File: src/rtl/ahb_apb_pkg.sv
// rtl/ahb_apb_pkg.sv - shared AHB/APB encodings and bridge control states
package ahb_apb_pkg;

  typedef enum logic [1:0] {
    HTRANS_IDLE   = 2'b00,
    HTRANS_BUSY   = 2'b01,
    HTRANS_NONSEQ = 2'b10,
    HTRANS_SEQ    = 2'b11
  } htrans_e;

  localparam logic [1:0] HRESP_OKAY  = 2'b00;
  localparam logic [1:0] HRESP_ERROR = 2'b01;
  localparam logic [2:0] HSIZE_WORD  = 3'b010;

  typedef enum logic [2:0] {
    ST_IDLE,
    ST_WDATA,
    ST_SETUP,
    ST_ENABLE,
    ST_ERR1,
    ST_ERR2
  } ctrl_state_e;

endpackage

File: src/rtl/apb_addr_decode.sv
// rtl/apb_addr_decode.sv - maps the top address byte and size to an APB one-hot select
module apb_addr_decode
  import ahb_apb_pkg::*;
#(
  parameter int         NSLV     = 4,
  parameter logic [7:0] SLV_BASE = 8'h80
) (
  input  logic [7:0]      i_haddr_msb,
  input  logic [2:0]      i_hsize,
  output logic            o_hit,
  output logic [NSLV-1:0] o_sel
);

  logic [7:0] w_offset;
  logic       w_in_range;

  assign w_offset   = i_haddr_msb - SLV_BASE;
  assign w_in_range = (i_haddr_msb >= SLV_BASE) && (w_offset < 8'(NSLV));
  assign o_hit      = w_in_range && (i_hsize == HSIZE_WORD);

  always_comb begin
    o_sel = '0;
    for (int k = 0; k < NSLV; k++) begin
      if (o_hit && (w_offset == 8'(k))) o_sel[k] = 1'b1;
    end
  end

endmodule

File: src/rtl/ahb2apb_ctrl.sv
// rtl/ahb2apb_ctrl.sv - AHB-Lite single-beat to APB SETUP/ENABLE sequencing core
module ahb2apb_ctrl
  import ahb_apb_pkg::*;
#(
  parameter int         ADDR_W   = 32,
  parameter int         DATA_W   = 32,
  parameter int         NSLV     = 4,
  parameter logic [7:0] SLV_BASE = 8'h80
) (
  input  logic              clock,
  input  logic              reset,
  input  logic              Hwrite,
  input  logic [2:0]        Hsize,
  input  logic [1:0]        Htrans,
  input  logic              Hreadyin,
  input  logic [ADDR_W-1:0] Haddr,
  input  logic [DATA_W-1:0] Hwdata,
  output logic              Hreadyout,
  output logic [1:0]        Hresp,
  output logic [DATA_W-1:0] Hrdata,
  input  logic [DATA_W-1:0] Prdata,
  output logic [ADDR_W-1:0] Paddr,
  output logic [DATA_W-1:0] Pwdata,
  output logic              Pwrite,
  output logic [NSLV-1:0]   Pselx,
  output logic              Penable
);

  ctrl_state_e       r_state;
  ctrl_state_e       w_next;
  logic              w_active;
  logic              w_valid;
  logic              w_hit;
  logic [NSLV-1:0]   w_sel;
  logic [NSLV-1:0]   w_sel_cap;
  logic [NSLV-1:0]   r_sel;
  logic              r_hreadyout;
  logic [1:0]        r_hresp;
  logic [ADDR_W-1:0] r_paddr;
  logic [DATA_W-1:0] r_pwdata;
  logic              r_pwrite;
  logic [NSLV-1:0]   r_pselx;
  logic              r_penable;

  apb_addr_decode #(
    .NSLV     (NSLV),
    .SLV_BASE (SLV_BASE)
  ) u_decode (
    .i_haddr_msb (Haddr[ADDR_W-1:ADDR_W-8]),
    .i_hsize     (Hsize),
    .o_hit       (w_hit),
    .o_sel       (w_sel)
  );

  assign w_active  = (Htrans == HTRANS_NONSEQ) || (Htrans == HTRANS_SEQ);
  assign w_valid   = Hreadyin && w_active && r_hreadyout;
  // A read goes straight to SETUP, so its select must come from the live decode
  assign w_sel_cap = w_valid ? w_sel : r_sel;

  always_comb begin
    w_next = r_state;
    case (r_state)
      ST_IDLE, ST_ENABLE, ST_ERR2: begin
        if (!w_valid)    w_next = ST_IDLE;
        else if (!w_hit) w_next = ST_ERR1;
        else if (Hwrite) w_next = ST_WDATA;
        else             w_next = ST_SETUP;
      end
      ST_WDATA: w_next = ST_SETUP;
      ST_SETUP: w_next = ST_ENABLE;
      ST_ERR1:  w_next = ST_ERR2;
      default:  w_next = ST_IDLE;
    endcase
  end

  always_ff @(posedge clock or posedge reset) begin
    if (reset) begin
      r_state     <= ST_IDLE;
      r_hreadyout <= 1'b1;
      r_hresp     <= HRESP_OKAY;
      r_paddr     <= '0;
      r_pwdata    <= '0;
      r_pwrite    <= 1'b0;
      r_sel       <= '0;
      r_pselx     <= '0;
      r_penable   <= 1'b0;
    end else begin
      r_state     <= w_next;
      r_hreadyout <= (w_next == ST_IDLE) || (w_next == ST_ENABLE) || (w_next == ST_ERR2);
      r_hresp     <= ((w_next == ST_ERR1) || (w_next == ST_ERR2)) ? HRESP_ERROR : HRESP_OKAY;
      r_pselx     <= ((w_next == ST_SETUP) || (w_next == ST_ENABLE)) ? w_sel_cap : '0;
      r_penable   <= (w_next == ST_ENABLE);
      if (w_valid) begin
        r_paddr  <= Haddr;
        r_pwrite <= Hwrite;
        r_sel    <= w_sel;
      end
      if (r_state == ST_WDATA) r_pwdata <= Hwdata;
    end
  end

  assign Hreadyout = r_hreadyout;
  assign Hresp     = r_hresp;
  assign Hrdata    = ((r_state == ST_ENABLE) && !r_pwrite) ? Prdata : '0;
  assign Paddr     = r_paddr;
  assign Pwdata    = r_pwdata;
  assign Pwrite    = r_pwrite;
  assign Pselx     = r_pselx;
  assign Penable   = r_penable;

endmodule

File: config.mk
export PLATFORM = sky130hd
export DESIGN_NAME = ahb2apb_ctrl
export DESIGN_NICKNAME = d
export VERILOG_FILES = /design/src/rtl/ahb_apb_pkg.sv /design/src/rtl/apb_addr_decode.sv /design/src/rtl/ahb2apb_ctrl.sv
export SDC_FILE = /design/constraint.sdc
export NUM_CORES = 1
export LEC_CHECK = 0
export CAP_MARGIN = 10
export CORE_MARGIN = 4
export CORE_UTILIZATION = 35
export DETAILED_ROUTE_END_ITERATION = 6
export PLACE_DENSITY = 0.77
export SETUP_SLACK_MARGIN = 0.3
export SLEW_MARGIN = 40
export SYNTH_ARGS = -nofsm -noshare
export SYNTH_HDL_FRONTEND = slang
export SYNTH_SLANG_ARGS = --single-unit
export TNS_END_PERCENT = 30
File: constraint.sdc
create_clock -name clock -period 3.25 [get_ports clock]
set_input_delay 0.65 -clock clock [delete_from_list [all_inputs] [get_ports clock]]
set_output_delay 0.65 -clock clock [all_outputs]
set_load 0.1 [all_outputs]
==> summary.md <==
| Metric | Value |
|---|---|
| # DRC | 0 |
| Slew Limit Fails | 0 |
| Gr ovfl total | 0 |
| Sequential area share after synthesis | 0.5966 |
| Final period utilization | 0.7983 |
| Post-layout nets | 620 |
| Initial Utilization | 0.3588 |
| Hold buffers post-CTS | 0 |
| CP max stage delay | 0.48 ns |
| Crit-path slowest cell | dfrtp_1 |
| Layout cells sized above 1 | 0.3038 |
| Final Non-Filler Cells | ~650 |
| Routed WL | 9621 um |
| Crit Path Category | reg2out |
| Slew at the pin closest to its max-slew limit | 0.6140 ns |
| Worst Reg2Reg Path Length in Cells | 4 |
| Post-cts resize count | 0 |
| Remaining antenna violation count | 0 |
| Status | complete, no violations |
| Met1 Wirelength | 3957 um |
| Register-to-register setup slack | 1.46 ns |
| Met3 wire length | 700 um |
| Max-cap violations | 0 |
| Crit. End Element | output pin |
| # rows | 35 |
| Clock root cell | clkbuf_8 |
| CTS Buf Count | 9 |
| H-tree levels | 3 |
| Synthesis-to-finish area growth | 75.62% |
| Yosys Warn Count | 0 |
| Met2 WL | 4809 um |
| RSZ-0062 raised after global routing | no |
| CTS tree | built |
| Initial antenna violation count | 0 |
| CTS clk-pin slew, worst paths | about 0.07 ns |
| Worst slew margin | 0.5902 |
| Hold Crit Depth | 2 |
| Max frequency | 385.4 MHz |
| Via count | 2910 |
| Area leader, netlist | dfrtp_1 |
| Capturing point of the worst reg2reg path | Pselx[1] |
| Arrival time worst endpoint | ~1.9 ns |
| Crit path required time | 2.60 ns |
| Setup Skew | 0.009938 ns |
| Synth Cell Area | 3316 um2 |
| Crit-path leading delay family | simple AND/OR/NAND/NOR gates |
| Worst hold margin | 0.4661 ns |
| Reg-to-reg startpoint | r_state[1] |
| Post-synthesis instance total | 311 |
| Most frequent cells in the layout | 108 x nand2_1, 103 x clkdlybuf4s50_1, 78 x dfrtp_1 |
| Die height | 105.3 um |
| # IOs | 210 |
| CP Cell Sequence | nor2b_1 -> nand2_1 -> nor2_1 -> buf_4 -> and2_1 -> buf_12 |
| Synth top area cells | dfrtp_1 59%, nand2_1 12%, mux2_2 9.8%, and2_1 6.0%, clkbuf_1 1.6% |
| Placed insts | 633 |
| Pre-antenna DRT Iters | 4 |
| Sink Count | just under 80 |
| Most common cell after layout, fill and taps aside | nand2_1 |
| Vias in the first global route | 2984 |
| CTS max path bufs | 2 |
| Worst hold endpoint | r_sel[3] |
| Yosys cell types | 37 |
| Final number of setup-violating endpoints | 0 |
| Top layer in use | met4 |
| Crit path buf inv count | 2 |
| Drt wl/cell | 14.82 um |
| Die ar. | 11090 um2 |
| Antenna cell count | 0 |
| Final setup TNS | 0 ns |
| Routed vias/inst | 4.484 |
| Hold Startpoint | r_sel[3] |
| Tot GR Track Use | 0.1761 |
| Period minus WS final | approximately 2.6 ns |
| Synth Net Count | 416 |
| Synthesized flop and latch total | 79 |
| Die width | between 100 and 150 um |
| Mean area per synthesized cell | 10.66 um2 |
| Global-route wire length before repair | 15610 um |
| # Post-CTS Setup Buffers | 0 |
| Clk_lat worst skew | 0.34 ns |
| Final hold violation count | 0 |
| Gpl congestion | 0.8158 |
| Yosys top cell area share | 0.5887 |
| DRT iter0 DRCs | 101 |
| CORE AREA | 9240 um2 |
| Buffers on Ports | 207 |
| HPWL after DPL | 7609 um |
| Crit-path max FO | 32 |
| Largest net degree at the start of global routing | 46 |
| Hold crit path type | reg2reg |
| Critical path startpoint category | register |
[through the flow]
stage          instance area [um2]  setup WS, ns  utilization
6_report                      5823        0.6554       0.6302
5_1_grt                       5823        0.4480       0.6302
4_1_cts                       5823        0.6223       0.6302
3_5_place_dp                  5664        0.6125       0.6130
3_3_place_gp                  5664        0.6484       0.6130
2_1_floorplan                 3316        0.5435            -
[worst register-to-register path, delay by kind of cell, from the launching register on]
kind,cells,cell delay (ns)
AOI/OAI and AO/OA,3,0.66
DFF,1,0.49
and+or+nand+nor,1,0.56
[cells in the mapped netlist]
cell / number
or3_1: 1
o31ai_1: 2
or4b_4: 1
dfrtp_1: 78
a2bb2oi_1: 1
o21ai_0: 1
nor2_1: 4
nor4_1: 1
and3_1: 2
o22ai_1: 2
nor3_1: 1
or3_4: 1
and2_1: 32
nand4b_1: 1
nand2b_1: 1
mux2_1: 3
nand3_1: 2
nor2b_1: 2
nand4_1: 1
mux2_2: 29
buf_1: 1
o31ai_2: 1
buf_2: 3
dfstp_2: 1
conb_1: 1
inv_1: 3
o21ai_1: 1
nand2_1: 108
xor2_1: 1
maj3_1: 1
o41ai_2: 2
clkbuf_1: 14
o211a_1: 2
nor3b_1: 1
buf_4: 1
a21oi_1: 3
or4bb_1: 1
[registers in the layout, indices dropped and copies added (netlist names)]
name	cells
Pwrite	1
Hresp	1
Paddr	32
Pselx	4
Hreadyout	1
Penable	1
r_state	3
r_sel	4
Pwdata	32
[cell type report]
type | instances | area (um2)
multi-input cells | 210 | 1250
flip-flops and latches | 79 | 1978
clock inverters | 3 | 20.02
inverters | 3 | 12.51
repair buffers | 212 | 2262
well taps | 129 | 161.4
clock buffers | 13 | 138.9
fillers | 745 | 3417
[metal layers]
metal,GRT usage,up-vias
met4,0.05811,0
met5,0,-
met3,0.04960,13
met1,0.2224,1375
li1,-,1407
met2,0.2910,115
[worst max-delay path by stage]
stage | to | cells past startpoint | start
2_1_floorplan | Hrdata[10] | 3 | Pwrite
3_3_place_gp | Pselx[0] | 5 | Haddr[29]
3_5_place_dp | Hresp[0] | 5 | Haddr[29]
4_1_cts | Hrdata[2] | 6 | r_state[0]
5_1_grt | Hrdata[2] | 6 | r_state[0]
6_report | Hrdata[2] | 6 | r_state[0]
[kinds of logic (layout without fill, tap and decap cells)]
family	Yosys count	in the layout	share of synthesized area
flops	79	79	0.5966
other cells	1	1	0.001131
mux	32	32	0.1087
compound gates	15	15	0.03811
xor+xnor	1	1	0.002642
simple gates	160	160	0.2226
buf+inv	22	231	0.02717
fa+ha+maj	1	1	0.003019
Power is not shown: default switching activity piles up to over one toggle a cycle in this logic, so the estimate is an artifact.
